**src/rtl/sipo_frame_ctrl_pkg.sv**
```systemverilog
// Shared types and constants for the serial-in/parallel-out frame receiver.
package sipo_frame_pkg;

  localparam logic [1:0] ST_IDLE   = 2'd0;
  localparam logic [1:0] ST_SHIFT  = 2'd1;
  localparam logic [1:0] ST_PARITY = 2'd2;
  localparam logic [1:0] ST_DONE   = 2'd3;

  typedef enum logic [1:0] {
    IDLE   = ST_IDLE,
    SHIFT  = ST_SHIFT,
    PARITY = ST_PARITY,
    DONE   = ST_DONE
  } state_e;

  localparam logic START_LVL = 1'b1;

endpackage

```
**src/rtl/sipo_frame_ctrl_if.sv**
```systemverilog
// Valid/ready word interface between the frame receiver and its parallel consumer.
interface sipo_frame_ctrl_if #(
  parameter int WIDTH = 4
);
  logic [WIDTH-1:0] out_data;
  logic             out_valid;
  logic             out_ready;

  modport master (output out_data, output out_valid, input out_ready);
  modport slave  (input out_data, input out_valid, output out_ready);
endinterface

```
**src/rtl/sipo_frame_ctrl_shift_reg.sv**
```systemverilog
// Serial-in/parallel-out shift register; bit order into the word chosen by MSB_FIRST.
module sipo_shift_reg #(
  parameter int WIDTH     = 4,
  parameter int MSB_FIRST = 1
) (
  input  logic             clk,
  input  logic             rst,
  input  logic             shift_en,
  input  logic             in,
  output logic [WIDTH-1:0] q
);
  logic [WIDTH-1:0] q_q;
  logic [WIDTH-1:0] q_d;

  generate
    if (MSB_FIRST != 0) begin : g_msb_first
      assign q_d = {q_q[WIDTH-2:0], in};
    end else begin : g_lsb_first
      assign q_d = {in, q_q[WIDTH-1:1]};
    end
  endgenerate

  always_ff @(posedge clk or posedge rst) begin
    if (rst) begin
      q_q <= '0;
    end else if (shift_en) begin
      q_q <= q_d;
    end
  end

  assign q = q_q;
endmodule

```
**src/rtl/sipo_frame_ctrl.sv**
```systemverilog
// Frame receive controller: start detect, bit counting, one-entry holding register.
// Build option: define SIPO_FRAME_PARITY_EN to add an even-parity bit after the data bits.
module sipo_frame_ctrl
  import sipo_frame_pkg::*;
#(
  parameter int WIDTH     = 4,
  parameter int MSB_FIRST = 1
) (
  input  logic               clk,
  input  logic               rst,
  input  logic               en,
  input  logic               in,
  sipo_frame_ctrl_if.master  out_if,
  output logic               busy,
  output logic               overrun,
  output logic               par_err
);
  localparam int              CW       = (WIDTH > 2) ? $clog2(WIDTH) : 1;
  localparam logic [CW-1:0]   LAST_BIT = CW'(WIDTH - 1);

  state_e           state_q, state_d;
  logic [CW-1:0]    bit_cnt_q, bit_cnt_d;
  logic [WIDTH-1:0] data_q, data_d;
  logic             valid_q, valid_d;
  logic             overrun_q, overrun_d;
  logic             shift_en;
  logic [WIDTH-1:0] shift_word;
`ifdef SIPO_FRAME_PARITY_EN
  logic             par_err_q, par_err_d;
`endif

  sipo_shift_reg #(.WIDTH(WIDTH), .MSB_FIRST(MSB_FIRST)) u_shift (
    .clk      (clk),
    .rst      (rst),
    .shift_en (shift_en),
    .in       (in),
    .q        (shift_word)
  );

  always_comb begin
    state_d   = state_q;
    bit_cnt_d = bit_cnt_q;
    data_d    = data_q;
    valid_d   = valid_q;
    overrun_d = 1'b0;
    shift_en  = 1'b0;
`ifdef SIPO_FRAME_PARITY_EN
    par_err_d = 1'b0;
`endif
    if (valid_q && out_if.out_ready) valid_d = 1'b0;

    unique case (state_q)
      IDLE: begin
        if (en && in == START_LVL) begin
          state_d   = SHIFT;
          bit_cnt_d = '0;
        end
      end
      SHIFT: begin
        if (!en) begin
          state_d = IDLE;
        end else begin
          shift_en = 1'b1;
          // Exit on the last bit rather than counting past it, so the counter never wraps.
          if (bit_cnt_q == LAST_BIT) begin
`ifdef SIPO_FRAME_PARITY_EN
            state_d = PARITY;
`else
            state_d = DONE;
`endif
          end else begin
            bit_cnt_d = bit_cnt_q + 1'b1;
          end
        end
      end
`ifdef SIPO_FRAME_PARITY_EN
      PARITY: begin
        if (!en) begin
          state_d = IDLE;
        end else if ((^shift_word ^ in) == 1'b0) begin
          state_d = DONE;
        end else begin
          state_d   = IDLE;
          par_err_d = 1'b1;
        end
      end
`endif
      DONE: begin
        state_d = IDLE;
        // Loading wins over a same-cycle accept, so valid stays set with the new word.
        if (!valid_q || out_if.out_ready) begin
          data_d  = shift_word;
          valid_d = 1'b1;
        end else begin
          overrun_d = 1'b1;
        end
      end
      default: state_d = IDLE;
    endcase
  end

  always_ff @(posedge clk or posedge rst) begin
    if (rst) begin
      state_q   <= IDLE;
      bit_cnt_q <= '0;
      data_q    <= '0;
      valid_q   <= 1'b0;
      overrun_q <= 1'b0;
    end else begin
      state_q   <= state_d;
      bit_cnt_q <= bit_cnt_d;
      data_q    <= data_d;
      valid_q   <= valid_d;
      overrun_q <= overrun_d;
    end
  end

`ifdef SIPO_FRAME_PARITY_EN
  always_ff @(posedge clk or posedge rst) begin
    if (rst) par_err_q <= 1'b0;
    else     par_err_q <= par_err_d;
  end
  assign par_err = par_err_q;
`else
  assign par_err = 1'b0;
`endif

  assign out_if.out_data  = data_q;
  assign out_if.out_valid = valid_q;
  assign busy             = (state_q != IDLE);
  assign overrun          = overrun_q;
endmodule

```
**src/flat_wrapper.sv**
```systemverilog
// flat-port wrapper written by rule: the top's interface ports become plain ports
module sipo_frame_ctrl_flat import sipo_frame_pkg::*;
#(
  parameter int WIDTH     = 4,
  parameter int MSB_FIRST = 1
)
  (clk, rst, en, in, busy, overrun, par_err, out_if_out_data, out_if_out_valid, out_if_out_ready);
  sipo_frame_ctrl_if #(.WIDTH(WIDTH)) out_if_i ();
  input  logic clk;
  input  logic rst;
  input  logic en;
  input  logic in;
  output logic busy;
  output logic overrun;
  output logic par_err;
  output wire logic [$bits(out_if_i.out_data)-1:0] out_if_out_data;
  output wire logic [$bits(out_if_i.out_valid)-1:0] out_if_out_valid;
  input wire logic [$bits(out_if_i.out_ready)-1:0] out_if_out_ready;
  assign out_if_out_data = out_if_i.out_data;
  assign out_if_out_valid = out_if_i.out_valid;
  assign out_if_i.out_ready = out_if_out_ready;
  sipo_frame_ctrl #(.WIDTH(WIDTH), .MSB_FIRST(MSB_FIRST)) u_core (.clk(clk), .rst(rst), .en(en), .in(in), .out_if(out_if_i), .busy(busy), .overrun(overrun), .par_err(par_err));
endmodule
```
**config.mk**
```make
export PLATFORM = sky130hd
export DESIGN_NAME = sipo_frame_ctrl_flat
export DESIGN_NICKNAME = d
export VERILOG_FILES = /design/src/rtl/sipo_frame_ctrl_pkg.sv /design/src/rtl/sipo_frame_ctrl_if.sv /design/src/rtl/sipo_frame_ctrl_shift_reg.sv /design/src/rtl/sipo_frame_ctrl.sv /design/src/flat_wrapper.sv
export SDC_FILE = /design/constraint.sdc
export NUM_CORES = 1
export LEC_CHECK = 0
export BUFFER_PORTS_ARGS = -buffer_cell sky130_fd_sc_hd__buf_4
export CAP_MARGIN = 25
export CORE_UTILIZATION = 30
export DETAILED_ROUTE_END_ITERATION = 7
export PLACE_DENSITY = 0.56
export REMOVE_ABC_BUFFERS = 1
export SYNTH_ARGS = -nofsm -noshare
export SYNTH_HDL_FRONTEND = slang
export SYNTH_SLANG_ARGS = --single-unit
```
**constraint.sdc**
```tcl
create_clock -name clk -period 1.3 [get_ports clk]
set_input_delay 0.13 -clock clk [delete_from_list [all_inputs] [get_ports clk]]
set_output_delay 0.13 -clock clk [all_outputs]
set_load 0.01 [all_outputs]
```
==> flow_metrics.tcl <==
set metrics [dict create \
    vdd_drop_max_mv 0.3846 \
    holdWs_ns 0.1010 \
    diodes 0 \
    hold_path_depth 2 \
    insertion_delay_ns 0.28 \
    slew_violations 0 \
    r2r_setup_slack_ns 0.05 \
    ctsRootBufferMaster "clkbuf_4" \
    min-delay-start "in" \
    vias 364 \
    p_leak_nw 0.3851 \
    grt_pass1_vias 340 \
    path_clk_slew_ns 0.08 \
    htreeDepth 1 \
    share_comb_of_total_power_pct 20.8 \
    reg2reg_to "u_core.bit_cnt_q[1]$_DFFE_PP0P_" \
    cp-end-kind "register" \
    die_area_um2 2124 \
    numPortBuffers 11 \
    setup_tns_ns 0 \
    routabilityCongestion 0.6434 \
    synthSimpleGateAreaFrac_pct 11.59 \
    dp_slack_ns 0.03325 \
    synth.ff_latch_count 14 \
    hold_viol 0 \
    place_inst 77 \
    clock_skew_ns 0.001607 \
    ys_warn_count 0 \
    synth_top_family_by_area "multiplexers" \
    core-area_um2 1783 \
    first_pass_iters 3 \
    initial_core_util_pct 32.70 \
    synth_xor_area_share_pct 0 \
    routedWlPerCell_um 10.90 \
    die_x_um 46.09 \
    r2r_cells 3 \
    layout_commonest_cell "dfrtp_1" \
    gr-total-overflow 0 \
    ys_seq_area_share_pct 60.09 \
    num-nets-final 65 \
    synth_compound_area_share_pct 5.579 \
    cap_violations 0 \
    drive_gt1_share_pct 56.14 \
    avgSynthCellArea_um2 13.88 \
    arrival_ns 1.42 \
    seq_power_share_pct 55.9 \
    io_pins 13 \
    worstHoldEndpoint "u_core.u_shift.q[0]$_DFFE_PP0P_" \
    cp_max_fo 4 \
    drc 0 \
    ys_top_cells_by_area "dfrtp_1 60%, mux2_2 17%, a22o_1 3.0%" \
    fin_ws_ns 0.05349 \
    synth_top_area_share_pct 60.09 \
    timing.rr.start "u_core.bit_cnt_q[0]$_DFFE_PP0P_" \
    viasPerCell 4.439 \
    routed_wl_um 894 \
    syn_inst 42 \
    cts_made_buffers 3 \
    fmax_ghz 0.8022 \
    grt_max_degree 15 \
    p_int_uw 771.0 \
    netlist_area_um2 583.1 \
    ant_nets 0 \
    p_switching_uw 266.9 \
    setup_viol 0 \
    cts_tree "done" \
    die_height_um 46.09 \
    synth_cell_types 18 \
    n_fill_cell 171 \
    synth.area.mux_share_pct 17.38 \
    fin_util_pct 41.40 \
    worstPathRequired_ns 1.47 \
    fin_cells 82 \
    outcome "complete, no violations" \
    worst_pin_slew_ns 0.5277 \
    synth_adder_area_share_pct 2.146 \
    synthToLayoutAreaGrowth_pct 26.61 \
    clock-sinks 14 \
    grt_pass1_wl_um 1545 \
    clockPowerShare_pct 23.3 \
    path_class "reg -> reg" \
    first_iter_violations 4 \
    finalCriticalPeriod_ns 1.247 \
    p_per_area_nw_per_um2 1406 \
    rows 15 \
    period_share_pct 95.89 \
    switching_share_pct 25.71 \
    max_slew_margin_pct 64.78 \
    final_cell_mix "13 x dfrtp_1, 12 x buf_4, 9 x mux2_2" \
    yosys.area.top_type "dfrtp_1" \
    worstHoldPathType "in -> reg" \
    grt_usage_pct 11.61 \
    clock_path_buffers 2 \
    cp-start-kind "register" \
    grt_antenna_before_repair 0 \
]
metal layers:
| layer | vias up | GRT usage [%] | wire (um) |
|---|---|---|---|
| met2 | 12 | 15.21 | 396 |
| met4 | 0 | 14.12 | 49 |
| li1 | 175 | - | - |
| met1 | 173 | 14.22 | 414 |
| met5 | - | 0 | 0 |
| met3 | 4 | 2.353 | 33 |
registers in the layout (all words and copies together) (netlist names):
name	count
u_core.out_if.out_data	4
u_core.bit_cnt_q	2
u_core.overrun	1
u_core.state_q	2
u_core.u_shift.q	4
u_core.out_if.out_valid	1
cells in the mapped netlist (all sizes together):
library cell,number
or2,1
inv,2
dfrtp,14
nand2,3
and3,1
nor3b,1
buf,1
a22o,3
nor2b,2
o21ai,1
ha,1
conb,1
nor2,1
nand2b,1
mux2,9
area by class of cell:
cell class,instances,area [um^2],area share [%]
sequential,14,351.6,47.63
multi-input combinational,25,225.2,30.51
timing repair buffer,13,100.1,13.56
tap,25,31.28,4.237
clock buffer,3,22.52,3.051
inverter,2,7.507,1.017
metrics by stage:
step / power, mW / area, um^2
finish: 1.038 / 738.2
global route: 1.106 / 738.2
CTS: 1.046 / 730.7
detailed placement: 0.7994 / 689.4
global placement: 0.7924 / 689.4
floorplan: 0.7221 / 575.6
critical path: stages, from the launching register on:
cell,delay [ns]
dfrtp_1,0.40
ha_1,0.25
a22o_1,0.24
a22o_2,0.25
cells by family after synthesis:
group | Yosys count
multiplexers | 9
AND/OR/NAND/NOR | 10
buffers and inverters | 3
flip-flops | 14
AO/OA/AOI/OAI | 4
adder cells (fa/ha/maj) | 1
other | 1
worst max path at each step:
stage	endpoint	slack [ns]	cells after the start	startpoint
after floorplan	u_core.bit_cnt_q[1]$_DFFE_PP0P_	0.1	3	u_core.bit_cnt_q[0]$_DFFE_PP0P_
after global placement	u_core.bit_cnt_q[1]$_DFFE_PP0P_	0.07	3	u_core.bit_cnt_q[0]$_DFFE_PP0P_
after detailed placement	u_core.bit_cnt_q[0]$_DFFE_PP0P_	0.03	4	u_core.bit_cnt_q[0]$_DFFE_PP0P_
after CTS	u_core.bit_cnt_q[0]$_DFFE_PP0P_	0.006	4	u_core.bit_cnt_q[0]$_DFFE_PP0P_
after global routing	u_core.bit_cnt_q[0]$_DFFE_PP0P_	-0.002	4	u_core.bit_cnt_q[1]$_DFFE_PP0P_
final	u_core.bit_cnt_q[1]$_DFFE_PP0P_	0.05	3	u_core.bit_cnt_q[0]$_DFFE_PP0P_
power groups by stage:
stage	clock network [mW]	logic, mW	registers (mW)
after floorplan	0	0.136	0.586
after global placement	0	0.201	0.591
after detailed placement	0	0.210	0.590
after CTS	0.249	0.216	0.581
after global routing	0.267	0.241	0.598
final	0.242	0.216	0.580
timing repair:
action	CTS	global route
buffers inserted	1	0
gates resized for setup	1	2
cloned	0	0
endpoints found under the hold margin	14	0
endpoints found under the setup margin	1	3
hold buffers	1	0
No activity file was read; power rests on OpenSTA's default activity.
